[src/rtl/tank_move_sequencer.sv]
// tank_move_sequencer: round-robin move sequencer that reads both tanks and the
// target wall cell from storage, then issues exactly one move or turn write.
//
// Ports
//   clk, resetn        clock, asynchronous active-low reset
//   p1_req, p1_dir     player 1 request level and direction code
//   p2_req, p2_dir     player 2 request level and direction code
//   p1_ack, p2_ack     one-cycle completion pulses
//   moved              with ack: 1 = position changed
//   busy               high whenever a request is being processed
//   mode, address,     storage command bus, owned by this block
//   data, wren,
//   load_out
//   q                  storage read data, sampled READ_LAT cycles after issue
module tank_move_sequencer #(
   parameter int unsigned READ_LAT = 2,
   parameter logic [3:0]  GRID_MAX = 4'hF
) (
   input  logic       clk,
   input  logic       resetn,
   input  logic       p1_req,
   input  logic [7:0] p1_dir,
   input  logic       p2_req,
   input  logic [7:0] p2_dir,
   output logic       p1_ack,
   output logic       p2_ack,
   output logic       moved,
   output logic       busy,
   output logic [3:0] mode,
   output logic [7:0] address,
   output logic [7:0] data,
   output logic       wren,
   output logic       load_out,
   input  logic [7:0] q
);
   typedef enum logic [2:0] {IDLE, RD_SELF, RD_OTHER, CALC, RD_WALL, DECIDE, WRITE, ACK} state_t;
   localparam logic [2:0] LAT = 3'(READ_LAT);
   state_t     state;
   logic       gnt;
   logic       last_grant;
   logic [7:0] dir_l, self_pos, other_pos, target, wall_q;
   logic [2:0] cnt;
   logic       at_edge, blocked;
   logic       pick, dir_ok, nxt_edge, blk_now;
   logic [7:0] pick_dir, nxt;
   logic [3:0] own_mode, oth_mode, dir_mode;
   always_comb begin
      // gnt/pick/last_grant: 0 = player 1, 1 = player 2
      pick     = (p1_req && p2_req) ? ~last_grant : p2_req;
      pick_dir = pick ? p2_dir : p1_dir;
      dir_ok   = pick_dir inside {8'h00, 8'h01, 8'h03, 8'h07};
      own_mode = gnt ? 4'b0101 : 4'b0001;
      oth_mode = gnt ? 4'b0001 : 4'b0101;
      dir_mode = gnt ? 4'b0110 : 4'b0010;
      nxt_edge = (dir_l == 8'h00 && self_pos[7:4] == 4'h0) ||
                 (dir_l == 8'h01 && self_pos[7:4] == GRID_MAX) ||
                 (dir_l == 8'h03 && self_pos[3:0] == 4'h0) ||
                 (dir_l == 8'h07 && self_pos[3:0] == GRID_MAX);
      nxt      = dir_l == 8'h00 ? self_pos - 8'h10 :
                 dir_l == 8'h01 ? self_pos + 8'h10 :
                 dir_l == 8'h03 ? self_pos - 8'h01 : self_pos + 8'h01;
      // wall_q is cleared on the edge path, so only at_edge matters there
      blk_now  = at_edge | (|wall_q) | (target == other_pos);
   end
   always_ff @(posedge clk or negedge resetn) begin
      if (!resetn) begin
         state      <= IDLE;
         gnt        <= 1'b0;
         last_grant <= 1'b1;
         dir_l      <= 8'h00;
         self_pos   <= 8'h00;
         other_pos  <= 8'h00;
         target     <= 8'h00;
         wall_q     <= 8'h00;
         cnt        <= 3'd0;
         at_edge    <= 1'b0;
         blocked    <= 1'b0;
         p1_ack     <= 1'b0;
         p2_ack     <= 1'b0;
         moved      <= 1'b0;
         busy       <= 1'b0;
         mode       <= 4'b0000;
         address    <= 8'h00;
         data       <= 8'h00;
         wren       <= 1'b0;
         load_out   <= 1'b0;
      end else begin
         case (state)
            IDLE: if (p1_req || p2_req) begin
               gnt   <= pick;
               dir_l <= pick_dir;
               busy  <= 1'b1;
               if (dir_ok) begin
                  state    <= RD_SELF;
                  mode     <= pick ? 4'b0101 : 4'b0001;
                  load_out <= 1'b1;
                  cnt      <= LAT;
               end else begin
                  // bad direction: complete immediately without touching storage
                  state  <= ACK;
                  p1_ack <= ~pick;
                  p2_ack <= pick;
                  moved  <= 1'b0;
               end
            end
            RD_SELF: begin
               load_out <= 1'b0;
               if (cnt == 3'd0) begin
                  self_pos <= q;
                  state    <= RD_OTHER;
                  mode     <= oth_mode;
                  load_out <= 1'b1;
                  cnt      <= LAT;
               end else cnt <= cnt - 3'd1;
            end
            RD_OTHER: begin
               load_out <= 1'b0;
               if (cnt == 3'd0) begin
                  other_pos <= q;
                  state     <= CALC;
                  mode      <= 4'b0000;
               end else cnt <= cnt - 3'd1;
            end
            CALC: begin
               at_edge <= nxt_edge;
               target  <= nxt;
               wall_q  <= 8'h00;
               if (nxt_edge) state <= DECIDE;
               else begin
                  state    <= RD_WALL;
                  address  <= nxt;
                  load_out <= 1'b1;
                  cnt      <= LAT;
               end
            end
            RD_WALL: begin
               load_out <= 1'b0;
               if (cnt == 3'd0) begin
                  wall_q <= q;
                  state  <= DECIDE;
               end else cnt <= cnt - 3'd1;
            end
            DECIDE: begin
               blocked <= blk_now;
               state   <= WRITE;
               wren    <= 1'b1;
               data    <= dir_l;
               mode    <= blk_now ? dir_mode : own_mode;
            end
            WRITE: begin
               wren    <= 1'b0;
               state   <= ACK;
               p1_ack  <= ~gnt;
               p2_ack  <= gnt;
               moved   <= ~blocked;
               mode    <= 4'b0000;
               address <= 8'h00;
               data    <= 8'h00;
            end
            ACK: begin
               p1_ack     <= 1'b0;
               p2_ack     <= 1'b0;
               moved      <= 1'b0;
               busy       <= 1'b0;
               last_grant <= gnt;
               mode       <= 4'b0000;
               address    <= 8'h00;
               data       <= 8'h00;
               state      <= IDLE;
            end
            default: state <= IDLE;
         endcase
      end
   end
endmodule

[config.mk]
export PLATFORM = sky130hd
export DESIGN_NAME = tank_move_sequencer
export DESIGN_NICKNAME = d
export VERILOG_FILES = /design/src/rtl/tank_move_sequencer.sv
export SDC_FILE = /design/constraint.sdc
export NUM_CORES = 1
export LEC_CHECK = 0
export ABC_AREA = 1
export CAP_MARGIN = 40
export CORE_MARGIN = 2
export CORE_UTILIZATION = 50
export CTS_CLUSTER_DIAMETER = 80
export DETAILED_ROUTE_END_ITERATION = 16
export PLACE_DENSITY = 0.8
export SETUP_SLACK_MARGIN = 0.15
export SLEW_MARGIN = 20
export SYNTH_ARGS = -nofsm -noshare
export SYNTH_HDL_FRONTEND = slang
export SYNTH_SLANG_ARGS = --single-unit
[constraint.sdc]
create_clock -name clk -period 2 [get_ports clk]
set_input_delay 0.3 -clock clk [delete_from_list [all_inputs] [get_ports clk]]
set_output_delay 0.3 -clock clk [all_outputs]
set_load 0.005 [all_outputs]
==> results of run 1 <==
==> flip-flops by register name, indices dropped and copies added (netlist names) <==
register and cells:
state 3, p1_ack 1, at_edge 1, moved 1, blocked 1, data 8, gnt 1, cnt 3
mode 3, target 8, wall_q 8, dir_l 8, load_out 1, last_grant 1, other_pos 8, address 8
p2_ack 1, busy 1, self_pos 8, wren 1
==> metal layers <==
metal  global-route usage, %  routed length [µm]  vias to the layer above
li1                        -                   -                     1880
met1                    29.4                4350                     1801
met2                    43.0                5540                      160
met3                    3.99                 561                       23
met4                    11.7                 240                        0
met5                       0                   0                        -
==> cell usage in the layout (no fill, tap or decap), drive strengths merged, types with 2 or more instances in the layout <==
cell,count
a21oi,7
a32o,4
buf,43
clkbuf,9
clkdlybuf4s50,50
clkinv,3
clkinvlp,2
dfrtp,74
ha,11
inv,74
nand2,166
nand3,18
nand3b,7
nand4,9
nor2,46
nor3,4
o211ai,3
o21ai,55
o22ai,11
or2,3
xnor2,7
xor2,8
==> cell usage after synthesis (all sizes together), types with 5 or more instances <==
| library cell | count |
|---|---|
| nand2 | 165 |
| dfrtp | 74 |
| inv | 70 |
| o21ai | 55 |
| nor2 | 46 |
| nand3 | 18 |
| ha | 11 |
| o22ai | 11 |
| nand4 | 9 |
| xor2 | 8 |
| a21oi | 7 |
| nand3b | 7 |
| xnor2 | 7 |
| buf | 5 |
==> power breakdown <==
group | total (mW) | switching [mW] | internal [mW]
clock network | 1.12 | 0.646 | 0.470
registers | 2.84 | 0.611 | 2.23
logic | 4.39 | 2.39 | 2.00
==> how the worst max path moves through the flow <==
stage | endpoint
after floorplan | target[6]
after global placement | load_out
after detailed placement | mode[2]
after CTS | address[6]
after global routing | address[5]
final | address[6]
==> repair_timing <==
item	in CTS	in global routing
gates cloned	0	1
hold endpoints to repair	23	0
setup endpoints to repair	14	32
pin swaps	9	15
hold buffers	1	0
resized for setup	9	40
setup buffers	2	11
==> area by class of cell <==
type	instances	share of cell area, %
multi-input cells	367	39.2
flip-flops and latches	75	34.3
repair buffers	95	15.7
inverters	72	5.15
well taps	105	2.39
clock buffers	9	2.26
clock inverters	7	1.05
==> per-stage QoR <==
step           hold slack, ps  worst slack [ps]  total power, mW
3_3_place_gp              222              7.71             6.58
6_report                  383             -68.0             8.35
2_1_floorplan            4.41              25.8             5.20
5_1_grt                   412              -200             9.02
4_1_cts                   392             -35.0             7.99
3_5_place_dp              226             -89.3             6.78
==> critical path, stage by stage, from the launching register on <==
cell and delay (ps):
sky130_fd_sc_hd__dfrtp_1 400, sky130_fd_sc_hd__nor2_1 130, sky130_fd_sc_hd__nand2_2 80, sky130_fd_sc_hd__nor2_4 140
sky130_fd_sc_hd__nand2_4 90, sky130_fd_sc_hd__fa_2 360, sky130_fd_sc_hd__nand3b_1 190, sky130_fd_sc_hd__nand2_2 90
sky130_fd_sc_hd__a31oi_2 100, sky130_fd_sc_hd__nor2_1 120, sky130_fd_sc_hd__nor2_1 50, sky130_fd_sc_hd__nand2_1 60
sky130_fd_sc_hd__nand2_2 60, sky130_fd_sc_hd__o21ai_2 110
==> cells by family after synthesis <==
logic type               after synthesis  share of synthesized area, %
flip-flops                            75                          45.6
multiplexers                           1                         0.243
XOR/XNOR                              15                          3.19
buffers and inverters                 81                          7.99
adder cells (fa/ha/maj)               12                          3.83
AND/OR/NAND/NOR                      253                          27.5
AO/OA/AOI/OAI                         84                          11.6
other                                  1                        0.0910
==> PnR_summary.wiki, run 1 <==
{| class="wikitable"
! Metric !! Value
|-
| Final cell utilization of the core || 67.9%
|-
| Area of the core || 8090 µm²
|-
| Sequential cell area || 1880 µm²
|-
| Initial antenna violation count || 0
|-
| First-pass GRT wire length || 17100 µm
|-
| Antenna-violating nets left || 0
|-
| Antenna Cells || 0
|-
| Longest Clk Path Bufs || 2
|-
| DRC violations left || 0
|-
| Max-cap violation count || 0
|-
| Cell leakage power || 2.71 nW
|-
| Final RePlAce weighted congestion || 0.879
|-
| Result of the run || complete, but fails checks
|-
| Start point of the critical path || dir_l[5]
|-
| Top achievable clock speed || 484 MHz
|-
| Power density cells || 1520 nW/µm²
|-
| Die Footprint || 8980 µm²
|-
| Final instance area || 5490 µm²
|-
| Fin. Hold Viols || 0
|-
| TritonCTS clock tree || built
|-
| End of the worst register-to-register path || address[6]
|-
| Top cell type by total area after synthesis || sky130_fd_sc_hd__dfrtp_1
|-
| Initial core utilization || 50.9%
|-
| Total clock buffers created by CTS || 9
|-
| Worst EP arrival || 2350 ps
|-
| Non-filler cells, final || 730
|-
| Syn Inst Count || 522
|-
| Via count of the first global-routing pass || 3704
|-
| Detailed-route via count || 3864
|-
| Number of distinct standard cells referenced by the synthesized netlist || 43
|-
| Crit. End Element || flop
|-
| Fin crit share || 103%
|-
| Minimum setup slack in the final design || -68.0 ps
|-
| Cells on worst reg2reg path || 13
|-
| Vertical die dimension || 94.8 µm
|-
| Worst EP required || 2290 ps
|-
| Count of pins over their slew limit || 0
|-
| Cell area after technology mapping || 4120 µm²
|-
| Inst Count DP || 699
|-
| Drt first-iter violations || 217
|-
| Startpoint of the worst-slack reg-to-reg timing path || dir_l[5]
|-
| Synthesis warning total || 0
|-
| Area contributors post-synth || sky130_fd_sc_hd__dfrtp_1 (45%), sky130_fd_sc_hd__nand2_1 (14%), sky130_fd_sc_hd__inv_1 (6.3%)
|-
| Sequential area share after synthesis || 45.6%
|-
| Avg Cell Area, Syn || 7.89 µm²
|-
| Pin count of the biggest net entering global routing || 36
|-
| FP Rows || 33
|-
| Final TNS setup || -187 ps
|-
| Filler cell count in the final layout || 658
|-
| Post-DR wirelength/cell || 14.6 µm
|-
| Detailed placer's ending HPWL || 7940 µm
|-
| Shortest period the worst path allows || 2070 ps
|-
| Instance area after placement || 5020 µm²
|-
| Ratio of cells with drive above 1 in the final layout || 20.6%
|-
| Number of I/O port buffers || 52
|-
| Worst clock skew || 15.4 ps
|-
| Latest clock arrival within the worst-skew pair || 370 ps
|-
| Primary flip-flop cell chosen by synthesis mapping || sky130_fd_sc_hd__dfrtp_1
|-
| Classification of the worst setup path || flop to flop
|-
| # setup viols final || 5
|-
| Net count reported at finish || 660
|-
| Fraction of synthesis flops using an asynchronous set or reset pin || 100%
|-
| Multi-input gate area || 2150 µm²
|-
| Register-to-Register Setup Slack || -70 ps
|-
| Violations in the final reports || setup timing
|-
| Class of the tightest hold or removal check || input pin to asynchronous set/reset pin
|-
| Area share of the leading cell type in the synthesized netlist || 45.0%
|-
| EDFF count, synth || 0
|-
| Number of top-level pins || 54
|-
| Avg Vias per Cell || 5.29
|-
| Critical Path Fanout Max || 2
|-
| CTS H-tree lvls || 3
|-
| Growth of design area from synthesis to finish || 33.3%
|-
| First-pass detailed-route iteration total || 6
|-
| Clock transition at the register clock pins on the worst setup and hold paths after CTS || 80 ps
|-
| Clock Sinks || 75
|-
| Master cell of the clock root buffer || sky130_fd_sc_hd__clkbuf_8
|-
| Worst ir drop on vdd || 721 µV
|-
| Unrepaired setup endpoints after global routing || true
|-
| Chip Width || 94.8 µm
|-
| Wire length reported by the detailed router || 10700 µm
|-
| FF+latch count, synth || 75
|-
| Nets in the synthesized netlist || 562
|-
| Gr usage total || 24.6%
|-
| Overflow left after global routing || 0
|-
| Type of origin of the critical path || flop
|}
(Power assumes the default switching activity.)
==> inputs of run 2 (changes only) <==
--- a/config.mk
+++ b/config.mk
@@ -13,7 +13,7 @@
 export DETAILED_ROUTE_END_ITERATION = 16
 export PLACE_DENSITY = 0.8
 export SETUP_SLACK_MARGIN = 0.15
-export SLEW_MARGIN = 20
+export SLEW_MARGIN = 25
 export SYNTH_ARGS = -nofsm -noshare
 export SYNTH_HDL_FRONTEND = slang
 export SYNTH_SLANG_ARGS = --single-unit
==> results of run 2 <==
Final layout, timing and power as in run 1 (identical DEF).
==> inputs of run 3 (changes only) <==
--- a/config.mk
+++ b/config.mk
@@ -13,7 +13,6 @@
 export DETAILED_ROUTE_END_ITERATION = 16
 export PLACE_DENSITY = 0.8
 export SETUP_SLACK_MARGIN = 0.15
-export SLEW_MARGIN = 25
 export SYNTH_ARGS = -nofsm -noshare
 export SYNTH_HDL_FRONTEND = slang
 export SYNTH_SLANG_ARGS = --single-unit
==> results of run 3 <==
Final layout, timing and power as in run 1 (identical DEF).
